[src/rtl/uart_pkg.sv]
// Shared UART definitions: FSM state encoding, default frame geometry and
// frame-length constants. Used by both the transmitter and the receiver.
package uart_pkg;

  localparam int DATA_W_DEF     = 8;
  localparam int BAUD_DIV_DEF   = 5208;  // 50 MHz / 9600 baud

  // Frame length in bit times: start + data + stop, optionally + parity
  localparam int FRAME_BITS     = DATA_W_DEF + 2;
  localparam int FRAME_BITS_PAR = DATA_W_DEF + 3;

  // FSM state encoding kept as plain constants for legacy tool flows
  typedef logic [2:0] tx_state_t;
  localparam tx_state_t ST_IDLE   = 3'd0;
  localparam tx_state_t ST_START  = 3'd1;
  localparam tx_state_t ST_DATA   = 3'd2;
  localparam tx_state_t ST_PARITY = 3'd3;
  localparam tx_state_t ST_STOP   = 3'd4;

  // Clocks from frame start to completion for a given geometry
  function automatic int frame_clocks(int data_w, int baud_div, bit parity);
    return (data_w + (parity ? 3 : 2)) * baud_div;
  endfunction

endpackage

[src/rtl/tx_engine_if.sv]
// Transmit request / serial line bundle between the upstream logic (master)
// and the tx_engine (slave).
interface tx_engine_if
  import uart_pkg::*;
#(
  parameter int DATA_W = DATA_W_DEF
);
  logic              load;
  logic [DATA_W-1:0] data_in;
  logic              tx;
  logic              tx_busy;
  logic              tx_done;

  modport master (output load, output data_in, input tx, input tx_busy, input tx_done);
  modport slave  (input load, input data_in, output tx, output tx_busy, output tx_done);
endinterface

[src/rtl/baud_gen.sv]
// Bit-period timer: counts 0..BAUD_DIV-1 and flags the terminal count.
// clr holds the counter at zero so a new frame always starts on a full bit.
module baud_gen
  import uart_pkg::*;
#(
  parameter int BAUD_DIV = BAUD_DIV_DEF
) (
  input  logic clk,
  input  logic rst,
  input  logic clr,
  output logic bit_tick
);
  localparam int            CW   = $clog2(BAUD_DIV);
  localparam logic [CW-1:0] TERM = CW'(BAUD_DIV - 1);

  logic [CW-1:0] cnt_q, cnt_d;

  assign bit_tick = (cnt_q == TERM);

  // Next count: hold at zero while cleared, wrap on terminal count
  always_comb begin
    cnt_d = cnt_q + 1'b1;
    if (clr || bit_tick) cnt_d = '0;
  end

  // Counter register
  always_ff @(posedge clk) begin
    if (rst) cnt_q <= '0;
    else     cnt_q <= cnt_d;
  end
endmodule

[src/rtl/tx_engine.sv]
// UART transmitter: start bit, DATA_W data bits LSB first, optional even
// parity bit, one stop bit. Define TX_PARITY_EN to build in the parity bit.
module tx_engine
  import uart_pkg::*;
#(
  parameter int BAUD_DIV = BAUD_DIV_DEF,
  parameter int DATA_W   = DATA_W_DEF
) (
  input  logic       clk,
  input  logic       rst,
  tx_engine_if.slave bus
);
  localparam int               CNT_W    = (DATA_W > 1) ? $clog2(DATA_W) : 1;
  localparam logic [CNT_W-1:0] LAST_BIT = CNT_W'(DATA_W - 1);

  tx_state_t         state_q, state_d;
  logic [DATA_W-1:0] shreg_q, shreg_d;
  logic [DATA_W-1:0] shreg_shifted;
  logic [CNT_W-1:0]  bitcnt_q, bitcnt_d;
  logic              tx_q, tx_d;
  logic              busy_q, busy_d;
  logic              done_q, done_d;
  logic              bit_tick;
  logic              baud_clr;
`ifdef TX_PARITY_EN
  logic              parity_q, parity_d;
`endif

  // Baud timer idles cleared so the accepting edge starts a full start bit
  assign baud_clr      = (state_q == ST_IDLE);
  assign shreg_shifted = shreg_q >> 1;

  baud_gen #(.BAUD_DIV(BAUD_DIV)) u_baud_gen (
    .clk      (clk),
    .rst      (rst),
    .clr      (baud_clr),
    .bit_tick (bit_tick)
  );

  // Frame sequencing; tx is computed one edge ahead so the line is registered
  always_comb begin
    state_d  = state_q;
    shreg_d  = shreg_q;
    bitcnt_d = bitcnt_q;
    tx_d     = tx_q;
    busy_d   = busy_q;
    done_d   = 1'b0;
`ifdef TX_PARITY_EN
    parity_d = parity_q;
`endif
    case (state_q)
      ST_IDLE: begin
        tx_d   = 1'b1;
        busy_d = 1'b0;
        if (bus.load) begin
          shreg_d  = bus.data_in;
          bitcnt_d = '0;
          tx_d     = 1'b0;
          busy_d   = 1'b1;
          state_d  = ST_START;
`ifdef TX_PARITY_EN
          parity_d = ^bus.data_in;
`endif
        end
      end
      ST_START: begin
        if (bit_tick) begin
          tx_d    = shreg_q[0];
          state_d = ST_DATA;
        end
      end
      ST_DATA: begin
        if (bit_tick) begin
          if (bitcnt_q == LAST_BIT) begin
`ifdef TX_PARITY_EN
            tx_d    = parity_q;
            state_d = ST_PARITY;
`else
            tx_d    = 1'b1;
            state_d = ST_STOP;
`endif
          end else begin
            shreg_d  = shreg_shifted;
            tx_d     = shreg_shifted[0];
            bitcnt_d = bitcnt_q + 1'b1;
          end
        end
      end
`ifdef TX_PARITY_EN
      ST_PARITY: begin
        if (bit_tick) begin
          tx_d    = 1'b1;
          state_d = ST_STOP;
        end
      end
`endif
      ST_STOP: begin
        if (bit_tick) begin
          tx_d    = 1'b1;
          busy_d  = 1'b0;
          done_d  = 1'b1;
          state_d = ST_IDLE;
        end
      end
      default: begin
        tx_d    = 1'b1;
        busy_d  = 1'b0;
        state_d = ST_IDLE;
      end
    endcase
  end

  // State registers; reset aborts any frame and wins over a same-edge load
  always_ff @(posedge clk) begin
    if (rst) begin
      state_q  <= ST_IDLE;
      shreg_q  <= '0;
      bitcnt_q <= '0;
      tx_q     <= 1'b1;
      busy_q   <= 1'b0;
      done_q   <= 1'b0;
`ifdef TX_PARITY_EN
      parity_q <= 1'b0;
`endif
    end else begin
      state_q  <= state_d;
      shreg_q  <= shreg_d;
      bitcnt_q <= bitcnt_d;
      tx_q     <= tx_d;
      busy_q   <= busy_d;
      done_q   <= done_d;
`ifdef TX_PARITY_EN
      parity_q <= parity_d;
`endif
    end
  end

  assign bus.tx      = tx_q;
  assign bus.tx_busy = busy_q;
  assign bus.tx_done = done_q;
endmodule

[src/flat_wrapper.sv]
// flat-port wrapper written by rule: the top's interface ports become plain ports
module tx_engine_flat import uart_pkg::*;
#(
  parameter int BAUD_DIV = BAUD_DIV_DEF,
  parameter int DATA_W   = DATA_W_DEF
)
  (clk, rst, bus_load, bus_data_in, bus_tx, bus_tx_busy, bus_tx_done);
  tx_engine_if #(.DATA_W(DATA_W)) bus_i ();
  input  logic clk;
  input  logic rst;
  input wire logic [$bits(bus_i.load)-1:0] bus_load;
  input wire logic [$bits(bus_i.data_in)-1:0] bus_data_in;
  output wire logic [$bits(bus_i.tx)-1:0] bus_tx;
  output wire logic [$bits(bus_i.tx_busy)-1:0] bus_tx_busy;
  output wire logic [$bits(bus_i.tx_done)-1:0] bus_tx_done;
  assign bus_i.load = bus_load;
  assign bus_i.data_in = bus_data_in;
  assign bus_tx = bus_i.tx;
  assign bus_tx_busy = bus_i.tx_busy;
  assign bus_tx_done = bus_i.tx_done;
  tx_engine #(.BAUD_DIV(BAUD_DIV), .DATA_W(DATA_W)) u_core (.clk(clk), .rst(rst), .bus(bus_i));
endmodule
[config.mk]
export PLATFORM = sky130hd
export DESIGN_NAME = tx_engine_flat
export DESIGN_NICKNAME = d
export VERILOG_FILES = /design/src/rtl/uart_pkg.sv /design/src/rtl/tx_engine_if.sv /design/src/rtl/baud_gen.sv /design/src/rtl/tx_engine.sv /design/src/flat_wrapper.sv
export SDC_FILE = /design/constraint.sdc
export NUM_CORES = 1
export LEC_CHECK = 0
export ABC_AREA = 1
export BUFFER_PORTS_ARGS = -buffer_cell sky130_fd_sc_hd__buf_2
export CORE_MARGIN = 4
export CORE_UTILIZATION = 62
export DETAILED_ROUTE_END_ITERATION = 8
export GPL_ROUTABILITY_DRIVEN = 0
export PLACE_DENSITY_LB_ADDON = 0.25
export SLEW_MARGIN = 20
export SYNTH_ARGS = -nofsm -noshare
export SYNTH_HDL_FRONTEND = slang
export SYNTH_HIERARCHICAL = 1
export SYNTH_SLANG_ARGS = --single-unit
[constraint.sdc]
create_clock -name clk -period 3.65 [get_ports clk]
set_input_delay 0 -clock clk [delete_from_list [all_inputs] [get_ports clk]]
set_output_delay 0 -clock clk [all_outputs]
set_load 0.02 [all_outputs]
=== Yosys cells after proc, flatten, opt, wreduce, memory -nomap -nowiden ===
Index checks and enable logic that the tools add are counted.

* Logic and storage cells: 56
* Bits in registers: 30
* Bits of input ports: 11

* Reductions and logical operators: 10
* Equality and inequality tests: 11
* Muxes and demuxes: 24
* Add/sub/neg operators: 2
* Bitwise operators: 2

{| class="wikitable"
|+ Operators with widths
! operator !! count
|-
| 3-bit 2-to-1 mux || 8
|-
| 8-bit 2-to-1 mux || 3
|-
| 8-bit case mux with 2 select lines || 1
|-
| 13-bit by 1-bit adder with 13-bit output (second input constant) || 1
|-
| 13-bit equality test (second input constant) || 1
|-
| 3-bit case mux with 4 select lines || 1
|-
| 2-bit != test (second input constant) || 5
|-
| 1-bit 2-to-1 mux || 8
|-
| 3-bit equality test (second input constant) || 2
|-
| 3-bit case mux with 2 select lines || 1
|-
| 2-bit OR reduction || 3
|-
| 5-bit AND reduction || 1
|-
| 1-bit case mux with 4 select lines || 1
|-
| 4-bit AND reduction || 1
|-
| 3-bit by 1-bit adder with 3-bit output (second input constant) || 1
|-
| 3-bit by 1-bit equality test with 1-bit output (second input constant) || 1
|-
| 3-bit by 2-bit equality test with 1-bit output (second input constant) || 1
|-
| 3-bit logical NOT || 1
|-
| 1-bit case mux with 3 select lines || 1
|-
| 3-bit AND reduction || 1
|-
| 2-bit by 1-bit != test with 1-bit output (second input constant) || 1
|-
| 1-bit NOT || 2
|-
| 2-bit AND reduction || 1
|-
| 2-bit nonzero test || 1
|-
| 1-bit logical OR || 1
|}

=== Depth between registers and ports, before layout ===
Gate-level depths: netlist of run 1.

* Depth after elaboration: 4
* Mapped depth: 11
* Mapped depth without buffers: 11

=== Cells and area by module ===
Netlist of run 1, hierarchy kept.

{| class="wikitable"
|+ Modules (own cells, without submodules)
! module !! seq. area each (um^2) !! area an instance (um^2) !! instances !! cells each
|-
| tx_engine || 340.3 || 870.8 || 1 || 128
|-
| baud_gen || 260.2 || 658.1 || 1 || 95
|}

=== Least setup slack after synthesis of run 1 ===
Ideal clock, no wire load.

* Path kind: flip-flop to flip-flop
* Start: register u_core.u_baud_gen.cnt_q[0]
* End: register u_core.bitcnt_q[0]
* Data arrival time: 1434 ps
* Stages on the path, launching flop included: 12
* Setup time: 113 ps
* Slack: 2103 ps
* Path buffers: 1
* Cells stage by stage: dfxtp_1 -> ha_1 -> nand2_1 -> nor2_1 -> nand3_1 -> inv_1 -> inv_1 -> nand3_1 -> nand2_4 -> buf_8 -> o21ai_1 -> nor2_1

* Word-level cells in the longest chain between the ends: 3

{| class="wikitable"
|+ Ends and longest elaborated chain
! what !! RTL line !! RTL
|-
| start: declaration || baud_gen.sv:16 || <nowiki>logic [CW-1:0] cnt_q, cnt_d;</nowiki>
|-
| start signal: assignment || baud_gen.sv:29 || <nowiki>else cnt_q <= cnt_d;</nowiki>
|-
| 13-bit equality test || baud_gen.sv:18 || <nowiki>assign bit_tick = (cnt_q == TERM);</nowiki>
|-
| net u_core.bit_tick || tx_engine.sv:23 || <nowiki>logic bit_tick;</nowiki>
|-
| 2-bit != test (no source line) || -- ||
|-
| 4-bit AND reduction (no source line) || -- ||
|-
| end signal: assignment || tx_engine.sv:128 || <nowiki>bitcnt_q <= bitcnt_d;</nowiki>
|-
| end: declaration || tx_engine.sv:19 || <nowiki>logic [CNT_W-1:0] bitcnt_q, bitcnt_d;</nowiki>
|}

The timed path passes the listed nets, and every way through them passes these cells.
A chain may end at the register's enable or synchronous reset.

=== Worst setup path in the final report of run 1 ===
* Start: register u_core.u_baud_gen.cnt_q[0]
* End: register u_core.shreg_q[7]

* Word-level cells in the longest chain between the ends: 3

{| class="wikitable"
|+ Ends and longest elaborated chain
! what !! RTL line !! RTL
|-
| 13-bit equality test || baud_gen.sv:18 ||
|-
| net u_core.bit_tick || tx_engine.sv:23 ||
|-
| 2-bit != test (no source line) || -- ||
|-
| 4-bit AND reduction (no source line) || -- ||
|-
| end signal: assignment || tx_engine.sv:127 || <nowiki>shreg_q <= shreg_d;</nowiki>
|-
| end: declaration || tx_engine.sv:17 || <nowiki>logic [DATA_W-1:0] shreg_q, shreg_d;</nowiki>
|}

The timed path passes the listed nets, and every way through them passes these cells.

==> results by group, run 1 <==
Run status
  • Status: complete, no violations

Global route
  • Peak-usage layer in the global routing report: met2
  • Global-route wire length before repair: 5110 um
  • Global-route congestion overflow total: 0
  • Met1 track demand over resource in global routing: between 20% and 30%
  • Met2 global-route usage: about 31%
  • Pin count of the biggest net entering global routing: 14
  • Vias in the first global route: between 1000 and 1500
  • Initial antenna violation count: 0
  • Global Route Usage Sum: 20.3%
  • Met3 capacity usage during global routing: 6.68%

Synthesis
  • Number of distinct library cells after synthesis: 26
  • Post-synthesis cell type with the largest combined area: dfxtp_1
  • Warning count from the yosys run: 6
  • Cell area after synthesis: between 1500 and 2000 sq um
  • Post-synthesis sequential area ratio: 39.3%
  • Proportion of register bits with asynchronous set or reset after synthesis: 0%
  • Number of synthesized register bits: 30
  • Count leader, synth: nand2_1
  • Synthesized instance count: between 200 and 250
  • Nets in the synthesized netlist: about 240
  • Count of flip-flops with a built-in enable after synthesis: 0
  • Area contributors post-synth: dfxtp_1 (39%), nand2_1 (14%), nor2_1 (11%), inv_1 (5.6%), nand3_1 (5.2%)
  • Cell types with the highest counts after synthesis: nand2_1 (55), nor2_1 (45), dfxtp_1 (30)
  • Synthesized area divided by synthesized cell count: 6.86 sq um
  • Main flop type after synthesis: dfxtp_1
  • Synth top area share: 39.3%

Placed design
  • Number of buffer cells added on primary ports: 13
  • Detailed placement HPWL: 2110 um

Detailed routing
  • Via total after detailed routing: 1386
  • Number of detailed-route iterations in the first pass: 5
  • Antenna Violating Nets Remaining: 0
  • Detailed router's first-iteration violation count: 36
  • Number of vias per cell: approximately 5.1
  • Number of design rule violations left after detail routing: 0
  • Wirelength per Cell: roughly 11 um
  • Drt total wl: around 3000 um

STA
  • Setup total negative slack: 0 ps
  • Achievable Freq: around 470 MHz
  • Post-Route Hold Slack: about 17 ps
  • Final clock period utilization by the worst path: about three fifths
  • Slew at the pin closest to its max-slew limit: about 430 ps
  • Setup clock skew after layout: ~13 ps
  • Rel. slew slack: 71.6%
  • Unrepaired setup endpoints after global routing: false
  • Minimum clock period after layout: 2120 ps
  • Count of pins over their slew limit: 0
  • Final Hold Vio Count: 0
  • Final-report setup violation count: 0

Pwr
  • Final total power: between 1 and 1.5 mW
  • Max IR drop VDD: roughly 0.0005 V
  • Power density over the cells: 625 nW/um^2
  • Static leakage power: roughly 0.74 nW

Hold path
  • Path category of the worst min-delay check: in2reg
  • Terminating pin of the worst hold path: u_core/shreg_q[4]
  • Cells on Worst Hold Path: 5
  • Hold path startpoint: bus_data_in[4]

CTS
  • H-tree lvl count: 2
  • Sink Count: 30
  • Max clock buf depth: 2
  • Clock latency of the later-clocked register in the worst-skew pair: roughly 330 ps
  • Number of clock buffers inserted by TritonCTS: 5
  • Reg clk slew, reported paths: roughly 100 ps
  • Clock tree from TritonCTS: yes
  • Number of gates resized after cts: 0
  • CTS root buffer: clkbuf_4

Setup path
  • Worst setup EP type: flip-flop
  • Worst Path Max Fanout: 12
  • Worst-case register-to-register setup slack: 1530 ps
  • Required @ worst endpoint: 3860 ps
  • Worst reg2reg path startpoint: u_core/u_baud_gen/cnt_q[0]
  • Critical path arrival: ~2300 ps
  • Number of cells on the worst reg-to-reg path: 11
  • Setup CP Type: reg2reg
  • Worst reg2reg endpoint: u_core/shreg_q[7]
  • Kind of launch point of the worst setup path: flip-flop

Floorplan
  • Core area: 2280 sq um
  • Effective utilization at floorplan: between 60% and 70%
  • I/O pin total: 14
  • Horizontal die dimension: 57.7 um
  • Die outline area: between 3000 and 4000 sq um
  • Number of cell rows: 17
  • Overall die height: roughly 58 um

Cells and area
  • Synth-to-layout area growth: 10.9%
  • Net count reported at finish: between 200 and 300
  • N_diodes: 0
  • Fraction of final layout cells sized beyond drive strength 1: 15.2%
  • Fraction of the core area covered by cells at the end of the flow: ~74%

Flow run
  • Max capacitance violation total: 0
cell usage in the layout, fill, tap and decap left out, types with 4 or more instances in the layout:
cell,synthesis,final
nand2_2,5,5
dlygate4sd3_1,0,4
nand2_1,55,55
a21oi_1,9,9
inv_1,23,23
buf_2,0,13
o21ai_1,8,8
nor2_1,45,45
xor2_1,4,4
dfxtp_1,30,30
clkbuf_4,0,5
nand3_1,16,16
how the worst max path moves through the flow:
| stage | startpoint | end | slack [ps] |
|---|---|---|---|
| floorplan | u_core/u_baud_gen/cnt_q[0] | u_core/bitcnt_q[0] | 2100 |
| global placement | u_core/u_baud_gen/cnt_q[0] | u_core/bitcnt_q[1] | 2010 |
| detailed placement | u_core/u_baud_gen/cnt_q[0] | u_core/shreg_q[6] | 1910 |
| CTS | u_core/u_baud_gen/cnt_q[0] | u_core/shreg_q[7] | 1530 |
| global route | u_core/u_baud_gen/cnt_q[0] | u_core/shreg_q[7] | 1310 |
| finish | u_core/u_baud_gen/cnt_q[0] | u_core/shreg_q[7] | 1530 |
repair_timing:
item | 4_1_cts | 5_1_grt
hold buffers | 4 | 0
endpoints found under the hold margin | 7 | 0
buffers inserted | 0 | 0
cell type report:
cell class                      instances  area (sq um)
Clock buffer                            6          51.3
Multi-Input combinational cell        164           797
Fill cell                             203           581
Sequential cell                        30           601
Tap cell                               28          35.0
Clock inverter                          2          12.5
Inverter                               25          93.8
Timing Repair Buffer                   17           105
layer usage:
metal  share of wire (%)  vias to the layer above
li1                    -                      741
met1                  47                      606
met2                  45                       34
met3                 5.8                        5
met5                   0                        -
met4                 2.0                        0
per-stage QoR:
step	setup slack, ps	instances	instance area [sq um]
final	1530	272	1700
after global routing	1310	272	1700
after CTS	1530	272	1700
after detailed placement	1910	260	1590
after global placement	2010	260	1590
after floorplan	2100	223	1530
sequential cells by signal (all words and copies together) (netlist names):
register,cells
u_core/bus.tx,1
u_core/bitcnt_q,3
u_core/bus.tx_done,1
u_core/state_q,3
u_core/u_baud_gen/cnt_q,13
u_core/shreg_q,8
u_core/bus.tx_busy,1
worst max-delay path, cell delays in order (launching register included):
cell and delay, ps:
dfxtp_1 380, ha_1 230, nand2_1 70, nor2_1 110, nand3_1 110, inv_1 80
inv_1 60, nand3_1 160, nand2_4 140, nand2_2 80, a21oi_2 40, dlygate4sd3_1 540
power by group:
part / switching [mW] / internal [mW]
Combinational: 0.249 / 0.134
Sequential: 0.0593 / 0.409
Clock: 0.116 / 0.0925
logic make-up (layout without fill, tap and decap cells):
logic type                 after synthesis  after routing  synth area share (%)
DFF                                     30             30                  39.3
buffers and inverters                   29             50                  8.59
adders and majority gates                3              3                  2.46
and+or+nand+nor                        133            133                  38.4
xor gates and xnor gates                 6              6                  3.44
AOI/OAI and AO/OA                       22             22                  7.86
(Power assumes the default switching activity.)
==> run 2, diff against run 1 <==
- CORE_UTILIZATION: 62 -> 58
- clock period: 3.65 -> 2.1 ns (I/O delays scaled with it)
==> results by group, run 2 (synthesized netlist as in run 1, its figures left out) <==
Run status
  • Status: complete, no violations

Setup path
  • Maximum cell stage delay along the critical path: approximately 390 ps
  • Setup CP Type: reg2reg
  • Highest-delay cell along the critical path: dfxtp_1
  • Library cell appearing most often on the critical path: nand3_1
  • Number of cells on the worst reg-to-reg path: 11
  • Cells along the critical path: ha_1 > nand2_1 > nor2_1 > nand3_1 > inv_1 > inv_1 > nand3_1 > nand3_1 > o21bai_1 > nand2_1 > nor2_1
  • Worst setup EP type: flip-flop
  • Critical path arrival: 2050 ps
  • Worst reg2reg path startpoint: u_core/u_baud_gen/cnt_q[0]
  • Worst Path Max Fanout: 4
  • Worst reg2reg endpoint: u_core/state_q[1]
  • Kind of launch point of the worst setup path: flip-flop
  • Worst-case register-to-register setup slack: 330 ps
  • Required @ worst endpoint: about 2400 ps

Detailed routing
  • Via total after detailed routing: 1403
  • Wirelength per Cell: ~10 um
  • Detailed router's first-iteration violation count: about 100
  • Number of detailed-route iterations in the first pass: 4
  • Drt total wl: about 2900 um
  • Number of design rule violations left after detail routing: 0
  • Number of vias per cell: between 5 and 6
  • Antenna Violating Nets Remaining: 0

Global route
  • Pin count of the biggest net entering global routing: 14
  • Vias in the first global route: about 1200
  • Global Route Usage Sum: between 20% and 30%
  • Met3 capacity usage during global routing: between 7 and 8%
  • Initial antenna violation count: 0
  • Global-route congestion overflow total: 0
  • Met2 global-route usage: between 20% and 30%
  • Met1 track demand over resource in global routing: approximately 27%
  • Peak-usage layer in the global routing report: met2
  • Global-route wire length before repair: approximately 5200 um

Floorplan
  • Core area: roughly 2500 sq um
  • Overall die height: between 50 and 60 um
  • Horizontal die dimension: slightly below 60 um
  • Effective utilization at floorplan: 61.2%
  • Number of cell rows: 18
  • I/O pin total: 14
  • Die outline area: approximately 3500 sq um

STA
  • Setup total negative slack: 0 ps
  • Setup clock skew after layout: 12.1 ps
  • Final Hold Vio Count: 0
  • Final clock period utilization by the worst path: around 84%
  • Count of pins over their slew limit: 0
  • Achievable Freq: roughly 560 MHz
  • Minimum clock period after layout: 1770 ps
  • Rel. slew slack: roughly 81%
  • Post-Route Hold Slack: about 31 ps
  • Unrepaired setup endpoints after global routing: false
  • Slew at the pin closest to its max-slew limit: roughly 290 ps
  • Final-report setup violation count: 0

Hold path
  • Cells on Worst Hold Path: 5
  • Terminating pin of the worst hold path: u_core/shreg_q[3]
  • Hold path startpoint: bus_data_in[3]
  • Path category of the worst min-delay check: in2reg

Pwr
  • Power density over the cells: around 1100 nW/um^2
  • Static leakage power: about 0.77 nW
  • Max IR drop VDD: a little over 0.0009 V

Placed design
  • Number of buffer cells added on primary ports: 13
  • Detailed placement HPWL: between 2000 and 2500 um

Cells and area
  • Layout fillers: 210
  • Fraction of final layout cells sized beyond drive strength 1: between 10 and 15%
  • Total area of multi-input combinational cells: around 800 sq um
  • Flip-flop count of the largest register after layout: 13
  • Regs by FF count: u_core/u_baud_gen/cnt_q x13, u_core/shreg_q x8
  • Net count reported at finish: 263
  • Commonest cells after routing, fill and taps aside: nand2_1 (55), nor2_1 (45), dfxtp_1 (30), inv_1 (23), nand3_1 (16)
  • N_diodes: 0
  • Most common cell after layout, fill and taps aside: nand2_1
  • FF+latch area: roughly 600 sq um
  • Synth-to-layout area growth: 14.6%
  • Register name with the most flops: u_core/u_baud_gen/cnt_q

CTS
  • CTS root buffer: clkbuf_4
  • Post-CTS Setup Bufs: 0
  • Sink Count: 30
  • Number of clock buffers inserted by TritonCTS: 5
  • H-tree lvl count: 2
  • Max clock buf depth: 2
  • Clock tree from TritonCTS: yes
  • Reg clk slew, reported paths: around 100 ps
  • Clock latency of the later-clocked register in the worst-skew pair: about 340 ps

Flow run
  • Max capacitance violation total: 0
==> run 2: cell type report <==
type / count / share of cell area, %
clock buffers: 7 / 3.14
clock inverters: 1 / 0.286
inverters: 25 / 5.36
multi-input cells: 164 / 45.5
flip-flops and latches: 30 / 34.3
well taps: 30 / 2.14
repair buffers: 23 / 9.29
==> run 2: what timing repair did <==
| item | 4_1_cts | 5_1_grt |
|---|---|---|
| resized for setup | 0 | 0 |
| hold buffers | 9 | 0 |
| endpoints found under the hold margin | 12 | 0 |
==> run 2: critical path, delay by kind of cell (launching register included) <==
family / cells / cell delay (ps)
compound gates: 1 / 160
fa+ha+maj: 1 / 230
simple gates: 7 / 770
buf+inv: 2 / 150
flops: 1 / 390
==> run 2: power by group <==
part | leakage (nW) | internal [mW] | switching [mW]
clock network | 0.0353 | 0.162 | 0.197
logic | 0.487 | 0.241 | 0.429
registers | 0.245 | 0.710 | 0.102
total | 0.768 | 1.11 | 0.728
==> run 2: metrics by stage <==
stage / power (mW) / instances / worst slack, ps / area, sq um / util [%]
floorplan: 1.38 / 223 / 553 / 1530 / -
detailed placement: 1.48 / 263 / 341 / 1600 / 64.1
global route: 2.01 / 280 / 22.8 / 1750 / 70.1
CTS: 1.86 / 280 / 319 / 1750 / 70.1
global placement: 1.47 / 263 / 443 / 1600 / 64.1
finish: 1.84 / 280 / 330 / 1750 / 70.1
==> run 2: worst max-delay path by stage <==
| stage | startpoint | end | depth (start not counted) |
|---|---|---|---|
| global route | u_core/u_baud_gen/cnt_q[0] | u_core/shreg_q[0] | 11 |
| detailed placement | u_core/u_baud_gen/cnt_q[0] | u_core/bitcnt_q[0] | 11 |
| finish | u_core/u_baud_gen/cnt_q[0] | u_core/state_q[1] | 11 |
| global placement | u_core/u_baud_gen/cnt_q[0] | u_core/bitcnt_q[1] | 11 |
| CTS | u_core/u_baud_gen/cnt_q[0] | u_core/bitcnt_q[0] | 11 |
| floorplan | u_core/u_baud_gen/cnt_q[0] | u_core/bitcnt_q[0] | 11 |
==> run 2: metal layers <==
layer,wire length [um],vias to the layer above
met4,57,0
met1,1450,623
met5,0,-
met2,1270,24
li1,-,749
met3,161,7
==> run 3, diff against run 2 <==
- clock period: 2.1 -> 1.7 ns (I/O delays scaled with it)
==> results by group, run 3 (synthesized netlist as in run 1, its figures left out) <==
Placed design
  • Number of buffer cells added on primary ports: 13
  • Placed cell count: roughly 270
  • Cell area after placement: 1630 sq um
  • Detailed placement HPWL: ~2100 um
  • Placement-stage worst setup slack: just under 50 ps

Pwr
  • Static leakage power: around 0.77 nW
  • Max IR drop VDD: 0.00131 V
  • Power density over the cells: 1310 nW/um^2
  • Final total power: about 2.3 mW

Cells and area
  • Synth-to-layout area growth: 14.2%
  • Most common cell after layout, fill and taps aside: nand2_1
  • N_diodes: 0
  • Fraction of final layout cells sized beyond drive strength 1: 19.0%
  • Cell area after layout: around 1700 sq um
  • Fraction of the core area covered by cells at the end of the flow: between 60% and 70%
  • Regs by FF count: u_core/u_baud_gen/cnt_q x13, u_core/shreg_q x8
  • Commonest cells after routing, fill and taps aside: nand2_1 (55), nor2_1 (45), dfxtp_1 (28), inv_1 (22), buf_2 (13)
  • Flip-flop count of the largest register after layout: 13
  • Non-filler cells in the finished layout: ~280
  • Net count reported at finish: 262
  • Register name with the most flops: u_core/u_baud_gen/cnt_q

CTS
  • Reg clk slew, reported paths: 90 ps
  • Sink Count: 30
  • Clock latency of the later-clocked register in the worst-skew pair: ~320 ps
  • Max clock buf depth: 2
  • CTS root buffer: clkbuf_4
  • H-tree lvl count: 2
  • Clock tree from TritonCTS: yes
  • Number of clock buffers inserted by TritonCTS: 5

Floorplan
  • Effective utilization at floorplan: between 60% and 70%
  • Horizontal die dimension: slightly below 60 um
  • Core area: approximately 2500 sq um
  • I/O pin total: 14
  • Die outline area: ~3500 sq um
  • Number of cell rows: 18
  • Overall die height: 59.3 um

Detailed routing
  • Via total after detailed routing: 1391
  • Detailed router's first-iteration violation count: 76
  • Wirelength per Cell: ~11 um
  • Number of design rule violations left after detail routing: 0
  • Number of detailed-route iterations in the first pass: 4
  • Number of vias per cell: 5.00
  • Drt total wl: 3070 um
  • Antenna Violating Nets Remaining: 0

STA
  • Achievable Freq: between 600 and 700 MHz
  • Count of pins over their slew limit: 0
  • Post-layout worst setup margin: 101 ps
  • Post-Route Hold Slack: approximately 21 ps
  • Setup total negative slack: 0 ps
  • Slew at the pin closest to its max-slew limit: between 300 and 400 ps
  • Rel. slew slack: 78.6%
  • Setup clock skew after layout: around 4.3 ps
  • Final Hold Vio Count: 0
  • Final clock period utilization by the worst path: 94.0%
  • Minimum clock period after layout: 1600 ps
  • Final-report setup violation count: 0

Global route
  • Vias in the first global route: about 1300
  • Pin count of the biggest net entering global routing: 14
  • Global Route Usage Sum: approximately a fifth
  • Initial antenna violation count: 0
  • Global-route wire length before repair: just over 5000 um
  • Global-route congestion overflow total: 0

Setup path
  • Critical path arrival: 1850 ps
  • Worst setup EP type: flip-flop
  • Setup CP Type: reg2reg
  • Kind of launch point of the worst setup path: flip-flop
  • Required @ worst endpoint: between 1500 and 2000 ps
  • Worst Path Max Fanout: 4

Hold path
  • Path category of the worst min-delay check: in2reg

Flow run
  • Max capacitance violation total: 0

Run status
  • Status: complete, no violations
## run 3: area by class of cell
cell class | count | area [sq um]
multi-input combinational | 165 | 831
timing repair buffer | 21 | 133
fill | 223 | 754
sequential | 30 | 603
inverter | 25 | 96.3
tap | 30 | 37.5
clock buffer | 7 | 45.0
## run 3: repair_timing
action / CTS / global route
hold buffers: 3 / 0
setup buffers: 0 / 0
endpoints found under the hold margin: 6 / 0
endpoints found under the setup margin: 0 / 13
resized for setup: 0 / 10
## run 3: worst paths after layout
kind / from / end / slack (ps) / depth (start not counted)
max reg2reg: u_core/u_baud_gen/cnt_q[0] / u_core/state_q[2] / 100 / 11
min reg2reg: u_core/u_baud_gen/cnt_q[0] / u_core/u_baud_gen/cnt_q[0] / 430 / 1
max: u_core/u_baud_gen/cnt_q[0] / u_core/state_q[2] / 100 / 11
min: bus_data_in[1] / u_core/shreg_q[1] / 20 / 5
## run 3: critical path, stage by stage (launching register included)
cell	delay, ps
dfxtp_2	350
ha_1	160
nand2_1	50
nor2_1	110
nand3_1	110
inv_1	100
inv_2	70
nand3_4	120
nand2_1	60
nor2_1	140
nand3_1	110
a21oi_1	150
## run 3: power by group
group          internal (mW)  switching, mW
Clock                  0.156          0.228
Sequential             0.880          0.133
Combinational          0.315          0.571
Total                   1.35          0.932
## run 3: metal layers
metal	global-route usage [%]	vias to the layer above	routed length, um
li1	-	745	-
met5	0	-	0
met1	24.9	599	1520
met4	6.15	0	15
met3	6.32	2	213
met2	30.1	45	1320
